File: src/rtl/alu_pkg.sv
// alu_pkg: constants shared by the alu, the sequencing FSM and the register-file
// operand stage. Holds the datapath/flag widths, the no-op opcode, the opcode map
// and the bit positions inside the alu flag vector.
package alu_pkg;
  localparam int DATA_W = 16;
  localparam int FLAG_W = 5;

  localparam logic [7:0] WAIT_OP = 8'h00;
  localparam logic [7:0] OP_AND  = 8'h01;
  localparam logic [7:0] OP_OR   = 8'h02;
  localparam logic [7:0] OP_XOR  = 8'h03;
  localparam logic [7:0] OP_MOV  = 8'h04;
  localparam logic [7:0] OP_ADD  = 8'h05;
  localparam logic [7:0] OP_SUB  = 8'h06;
  localparam logic [7:0] OP_CMP  = 8'h07;

  // Flag bit indices inside alu_flags / flags_out.
  localparam int FLAG_Z = 0;  // zero
  localparam int FLAG_C = 1;  // carry
  localparam int FLAG_F = 2;  // overflow
  localparam int FLAG_L = 3;  // unsigned less-than
  localparam int FLAG_N = 4;  // negative

  // Request handed from the sequencing FSM to the operand stage.
  typedef struct packed {
    logic [7:0] opcode;
    logic [3:0] rdest;
    logic [3:0] rsrc;
    logic       imm_sel;
    logic       wr_en;
  } op_req_t;
endpackage

File: src/rtl/regfile_2r1w.sv
// regfile_2r1w: NREGS x DATA_W register storage.
//   CLOCK_50/reset_n : clock, async active-low reset (all registers cleared)
//   ra_sel/ra_data   : combinational read port A
//   rb_sel/rb_data   : combinational read port B
//   dbg_sel/dbg_data : combinational debug read port
//   we/wsel/wdata    : synchronous write port (the only way contents change)
module regfile_2r1w import alu_pkg::*; #(
  parameter int NREGS = 16,
  parameter int SEL_W = 4
) (
  input  logic              CLOCK_50,
  input  logic              reset_n,
  input  logic [SEL_W-1:0]  ra_sel,
  output logic [DATA_W-1:0] ra_data,
  input  logic [SEL_W-1:0]  rb_sel,
  output logic [DATA_W-1:0] rb_data,
  input  logic [SEL_W-1:0]  dbg_sel,
  output logic [DATA_W-1:0] dbg_data,
  input  logic              we,
  input  logic [SEL_W-1:0]  wsel,
  input  logic [DATA_W-1:0] wdata
);
  logic [NREGS-1:0][DATA_W-1:0] rf_q;

  for (genvar g = 0; g < NREGS; g++) begin : g_reg
    always_ff @(posedge CLOCK_50 or negedge reset_n) begin
      if (!reset_n)                        rf_q[g] <= '0;
      else if (we && wsel == SEL_W'(g))    rf_q[g] <= wdata;
    end
  end

  assign ra_data  = rf_q[ra_sel];
  assign rb_data  = rf_q[rb_sel];
  assign dbg_data = rf_q[dbg_sel];
endmodule

File: src/rtl/regfile_alu_pipe.sv
// regfile_alu_pipe: operand stage in front of the combinational alu.
// Captures a request (S1), presents operands to the alu for one execute cycle,
// then retires: writes the alu result back and latches result/flags.
//   op_valid/opcode/rdest_sel/rsrc_sel/imm_sel/imm_in/wr_en : request in
//   busy                      : request in flight, op_valid ignored
//   alu_a/alu_b/alu_op        : to alu (hold last values while idle)
//   alu_result/alu_flags      : from alu, combinational
//   done                      : 1-cycle retire pulse
//   result_out/flags_out      : last retired non-WAIT result and flags
//   dbg_sel/dbg_data          : combinational register peek (never bypassed)
// Build option: REGFILE_BYPASS_EN -- busy tied low, back-to-back requests,
// retiring result forwarded into a coincident capture.
module regfile_alu_pipe import alu_pkg::*; #(
  parameter int NREGS = 16,
  parameter int SEL_W = 4
) (
  input  logic              CLOCK_50,
  input  logic              reset_n,
  input  logic              op_valid,
  input  logic [7:0]        opcode,
  input  logic [SEL_W-1:0]  rdest_sel,
  input  logic [SEL_W-1:0]  rsrc_sel,
  input  logic              imm_sel,
  input  logic [DATA_W-1:0] imm_in,
  input  logic              wr_en,
  output logic              busy,
  output logic [DATA_W-1:0] alu_a,
  output logic [DATA_W-1:0] alu_b,
  output logic [7:0]        alu_op,
  input  logic [DATA_W-1:0] alu_result,
  input  logic [FLAG_W-1:0] alu_flags,
  output logic              done,
  output logic [DATA_W-1:0] result_out,
  output logic [FLAG_W-1:0] flags_out,
  input  logic [SEL_W-1:0]  dbg_sel,
  output logic [DATA_W-1:0] dbg_data
);
  logic              v1_q, done_q, we_q;
  logic [7:0]        op_q;
  logic [SEL_W-1:0]  dest_q;
  logic [DATA_W-1:0] a_q, b_q, a_d, b_d, rd_a, rd_b, result_q;
  logic [FLAG_W-1:0] flags_q;
  logic              accept, retire_live, wb_fire;

  // retire_live: retiring op updates result/flags; wb_fire: it also writes rf.
  assign retire_live = v1_q && (op_q != WAIT_OP);
  assign wb_fire     = retire_live && we_q;

`ifdef REGFILE_BYPASS_EN
  assign busy = 1'b0;
`else
  assign busy = v1_q;
`endif
  assign accept = op_valid && !busy;

  regfile_2r1w #(.NREGS(NREGS), .SEL_W(SEL_W)) u_rf (
    .CLOCK_50 (CLOCK_50),
    .reset_n  (reset_n),
    .ra_sel   (rdest_sel),
    .ra_data  (rd_a),
    .rb_sel   (rsrc_sel),
    .rb_data  (rd_b),
    .dbg_sel  (dbg_sel),
    .dbg_data (dbg_data),
    .we       (wb_fire),
    .wsel     (dest_q),
    .wdata    (alu_result)
  );

  always_comb begin
    a_d = rd_a;
    b_d = imm_sel ? imm_in : rd_b;
`ifdef REGFILE_BYPASS_EN
    // The rf write lands on this same edge, so the read ports are stale by one op.
    if (wb_fire && rdest_sel == dest_q)            a_d = alu_result;
    if (wb_fire && !imm_sel && rsrc_sel == dest_q) b_d = alu_result;
`endif
  end

  always_ff @(posedge CLOCK_50 or negedge reset_n) begin
    if (!reset_n) begin
      v1_q     <= 1'b0;
      done_q   <= 1'b0;
      op_q     <= WAIT_OP;
      we_q     <= 1'b0;
      dest_q   <= '0;
      a_q      <= '0;
      b_q      <= '0;
      result_q <= '0;
      flags_q  <= '0;
    end else begin
      v1_q   <= accept;
      done_q <= v1_q;
      if (accept) begin
        a_q    <= a_d;
        b_q    <= b_d;
        op_q   <= opcode;
        dest_q <= rdest_sel;
        we_q   <= wr_en;
      end
      if (retire_live) begin
        result_q <= alu_result;
        flags_q  <= alu_flags;
      end
    end
  end

  assign alu_a      = a_q;
  assign alu_b      = b_q;
  assign alu_op     = op_q;
  assign done       = done_q;
  assign result_out = result_q;
  assign flags_out  = flags_q;
endmodule

File: config.mk
export PLATFORM = sky130hd
export DESIGN_NAME = regfile_alu_pipe
export DESIGN_NICKNAME = d
export VERILOG_FILES = /design/src/rtl/alu_pkg.sv /design/src/rtl/regfile_2r1w.sv /design/src/rtl/regfile_alu_pipe.sv
export SDC_FILE = /design/constraint.sdc
export NUM_CORES = 1
export LEC_CHECK = 0
export BUFFER_PORTS_ARGS = -buffer_cell sky130_fd_sc_hd__buf_4
export CORE_UTILIZATION = 45
export DETAILED_ROUTE_END_ITERATION = 16
export HOLD_SLACK_MARGIN = 0.08
export PLACE_DENSITY_LB_ADDON = 0.08
export SYNTH_ARGS = -nofsm -noshare
export SYNTH_HDL_FRONTEND = slang
export SYNTH_HIERARCHICAL = 1
export SYNTH_SLANG_ARGS = --single-unit
File: constraint.sdc
create_clock -name CLOCK_50 -period 3.1 [get_ports CLOCK_50]
set_input_delay 0.62 -clock CLOCK_50 [delete_from_list [all_inputs] [get_ports CLOCK_50]]
set_output_delay 0.62 -clock CLOCK_50 [all_outputs]
set_load 0.005 [all_outputs]
==> flow_summary.toml <==
[synth]
synth_top_area_share_pct = 45.4
synth-seq-cells = 324
yosys.area.top_type = "dfrtp_1"
syn-instance-count = 1229
ys_warn_count = 6
synth_edf_count = 0
syn_area_per_cell_um2 = 14.5
async_flop_share_pct = 100
synth_area_leaders = "dfrtp_1 (45%), mux4_2 (24%), mux2_2 (17%), a22oi_1 (4.0%), nand2_1 (3.2%)"
synth_nets = 1291
synth-seq-area-share_pct = 45.4
synthFlopType = "dfrtp_1"
netlist_area_um2 = 17900
synth_cell_types = 26

[sta]
period_share_pct = 90.5
timing.fmax_mhz = 356
fin_crit_ns = 2.81
fin_ws_ns = 0.294
hold_viol_final = 0
final.setup.tns_ns = 0
setup_viol = 0
fin_worst_skew_ns = 0.0151
worst_pin_slew_ns = 0.903
slew_headroom_pct = 39.7
rsz0062_at_grt = "false"
maxSlewViolCount = 0

[placed_design]
gp_congestion = 0.786
place_hpwl_mm = 33.7
pre_cts_slack_ns = 0.298
place_inst = 1835
postPlaceCellArea_um2 = 19900
io_buffers = 140

[critical_path]
cp-start-kind = "input port"
reg2reg_setup_slack_ns = 0.50
r2r_end = "u_rf/rf_q[88]"
criticalPathCategory = "in -> out"
reg2reg_depth = 6
cp.arrival_ns = 2.19
cp_max_fo = 22
endpoint_kind = "output port"
r2r-start = "alu_op[5]"
required_ns = 2.48

[power]
power_leakage_nw = 9.23
pwr_density_cell_nw_per_um2 = 691
p_int_mw = 10.4
p_sw_mw = 4.18
share_comb_of_total_power_pct = 26.9
max-vdd-ir-drop_mv = 0.355
p_sw_share_pct = 28.6
p_total_mw = 14.6
p_clk_share_pct = 30.0
seq_power_share_pct = 43.2

[die]
std_cell_rows = 72
die-area_um2 = 40500
start_util_pct = 45.9
die_h_um = 201
pin_count = 141
die_w_um = 201
core_area_um2 = 38900

[drt]
num_vias = 12000
via_per_inst = 6.31
drc = 0
first_pass_iters = 4
drt-initial-drc-count = 817
wire_per_inst_um = 28.7
drt-total-wl_mm = 54.6
antenna_left = 0

[layout]
final_cell_area_um2 = 21100
fin_nets = 1420
fillers = 3282
drive_above_1_share_pct = 53.7
layout_commonest_cell = "dfrtp_1"
num_antenna_cells = 0
final_cell_mix = "dfrtp_1 (324), mux2_2 (274), mux4_2 (192), buf_4 (178), nand2_1 (151)"
stdcell_count = 1900
area_delta_synth_final_pct = 18.1

[cts]
clkSinkCount = 324
cts_tree = "built"
cts_max_level = 2
cts_setup_buffers = 0
cts_buffer_depth = 3
cts_hold_buf = 0
cts_made_buffers = 39
ctsResizeCount = 0
clk-insertion-delay-late_ns = 0.55
ctsRootBufferMaster = "clkbuf_16"
path_clk_slew_ns = 0.05

[global_route]
grt_antenna_before_repair = 0
track_usage_pct = 27.8
grt_max_degree = 82
grt_first_pass_wirelength_mm = 82.4
grt-ovfl-total = 0
grt_pass1_vias = 12400

[job]
maxCapViolCount = 0

[run_status]
status = "completed"

[worst_hold_path]
min_path_type = "in -> async"
-- metal layers --
layer  vias up  GRT usage, %  part of all wire [%]
li1       5003             -                     -
met1      6383          39.4                    44
met2       493          42.5                    47
met3       113          5.15                   6.4
met4         0          10.8                   3.3
met5         -             0                     0
-- sequential cells by signal (all words and copies together) (netlist names) --
signal,count
busy,1
dest_q,4
alu_op,8
done,1
u_rf/rf_q,256
result_out,16
we_q,1
alu_a,16
flags_out,5
alu_b,16
-- power by group through the flow --
stage                     sequential, mW  clock [mW]  combinational, mW
after global routing                6.47        4.63               4.19
after floorplan                     6.03           0               2.77
after detailed placement            6.32           0               3.92
after CTS                           6.26        4.47               3.93
after global placement              6.26           0               3.86
final                               6.29        4.37               3.92
-- metrics by stage --
| step | utilization [%] | hold WS (ns) |
|---|---|---|
| 2_1_floorplan | - | 0.324 |
| 5_1_grt | 54.2 | 0.137 |
| 3_3_place_gp | 51.1 | 0.462 |
| 6_report | 54.2 | 0.107 |
| 3_5_place_dp | 51.1 | 0.464 |
| 4_1_cts | 54.2 | 0.106 |
-- Yosys cell counts, types with 2 or more instances --
cell type,instances
mux4_2,192
dfrtp_1,324
clkbuf_1,64
o21ai_0,17
nor2b_1,6
a22oi_1,96
nand2_1,151
inv_1,2
nor2_1,11
mux2i_1,16
nor2_2,3
nand2b_1,4
nand3b_1,3
buf_4,7
or3_1,3
buf_1,5
buf_6,2
mux2_2,274
buf_2,37
mux2_1,3
or4_4,2
and2_1,3
-- how the worst max path moves through the flow --
stage,from,end,slack (ns),cells after the start
2_1_floorplan,dbg_sel[0],dbg_data[10],0.57,5
3_3_place_gp,dbg_sel[0],dbg_data[12],0.28,6
3_5_place_dp,dbg_sel[0],dbg_data[12],0.30,6
4_1_cts,dbg_sel[0],dbg_data[12],0.29,6
5_1_grt,dbg_sel[0],dbg_data[12],0.25,6
6_report,dbg_sel[0],dbg_data[12],0.29,6
-- critical path: stages --
cell and delay (ns):
buf_4 0.14, buf_12 0.23, mux4_2 0.56, a22oi_1 0.32
nand2_1 0.12, buf_4 0.16
-- logic make-up after synthesis --
family	after synthesis	share of synthesized area (%)
AO/OA/AOI/OAI	114	4.60
buffers and inverters	117	2.95
flip-flops	324	45.4
multiplexers	485	42.6
AND/OR/NAND/NOR	189	4.46
-- layout make-up --
type / count / area [um2] / area share [%]
Multi-Input combinational cell: 788 / 9300 / 44.1
Inverter: 2 / 7.51 / 0.0356
Tap cell: 518 / 648 / 3.07
Timing Repair Buffer: 203 / 1830 / 8.68
Clock inverter: 5 / 25.0 / 0.119
Clock buffer: 60 / 1180 / 5.58
Sequential cell: 324 / 8110 / 38.4
Note: power is estimated with default switching activity, not from simulation.
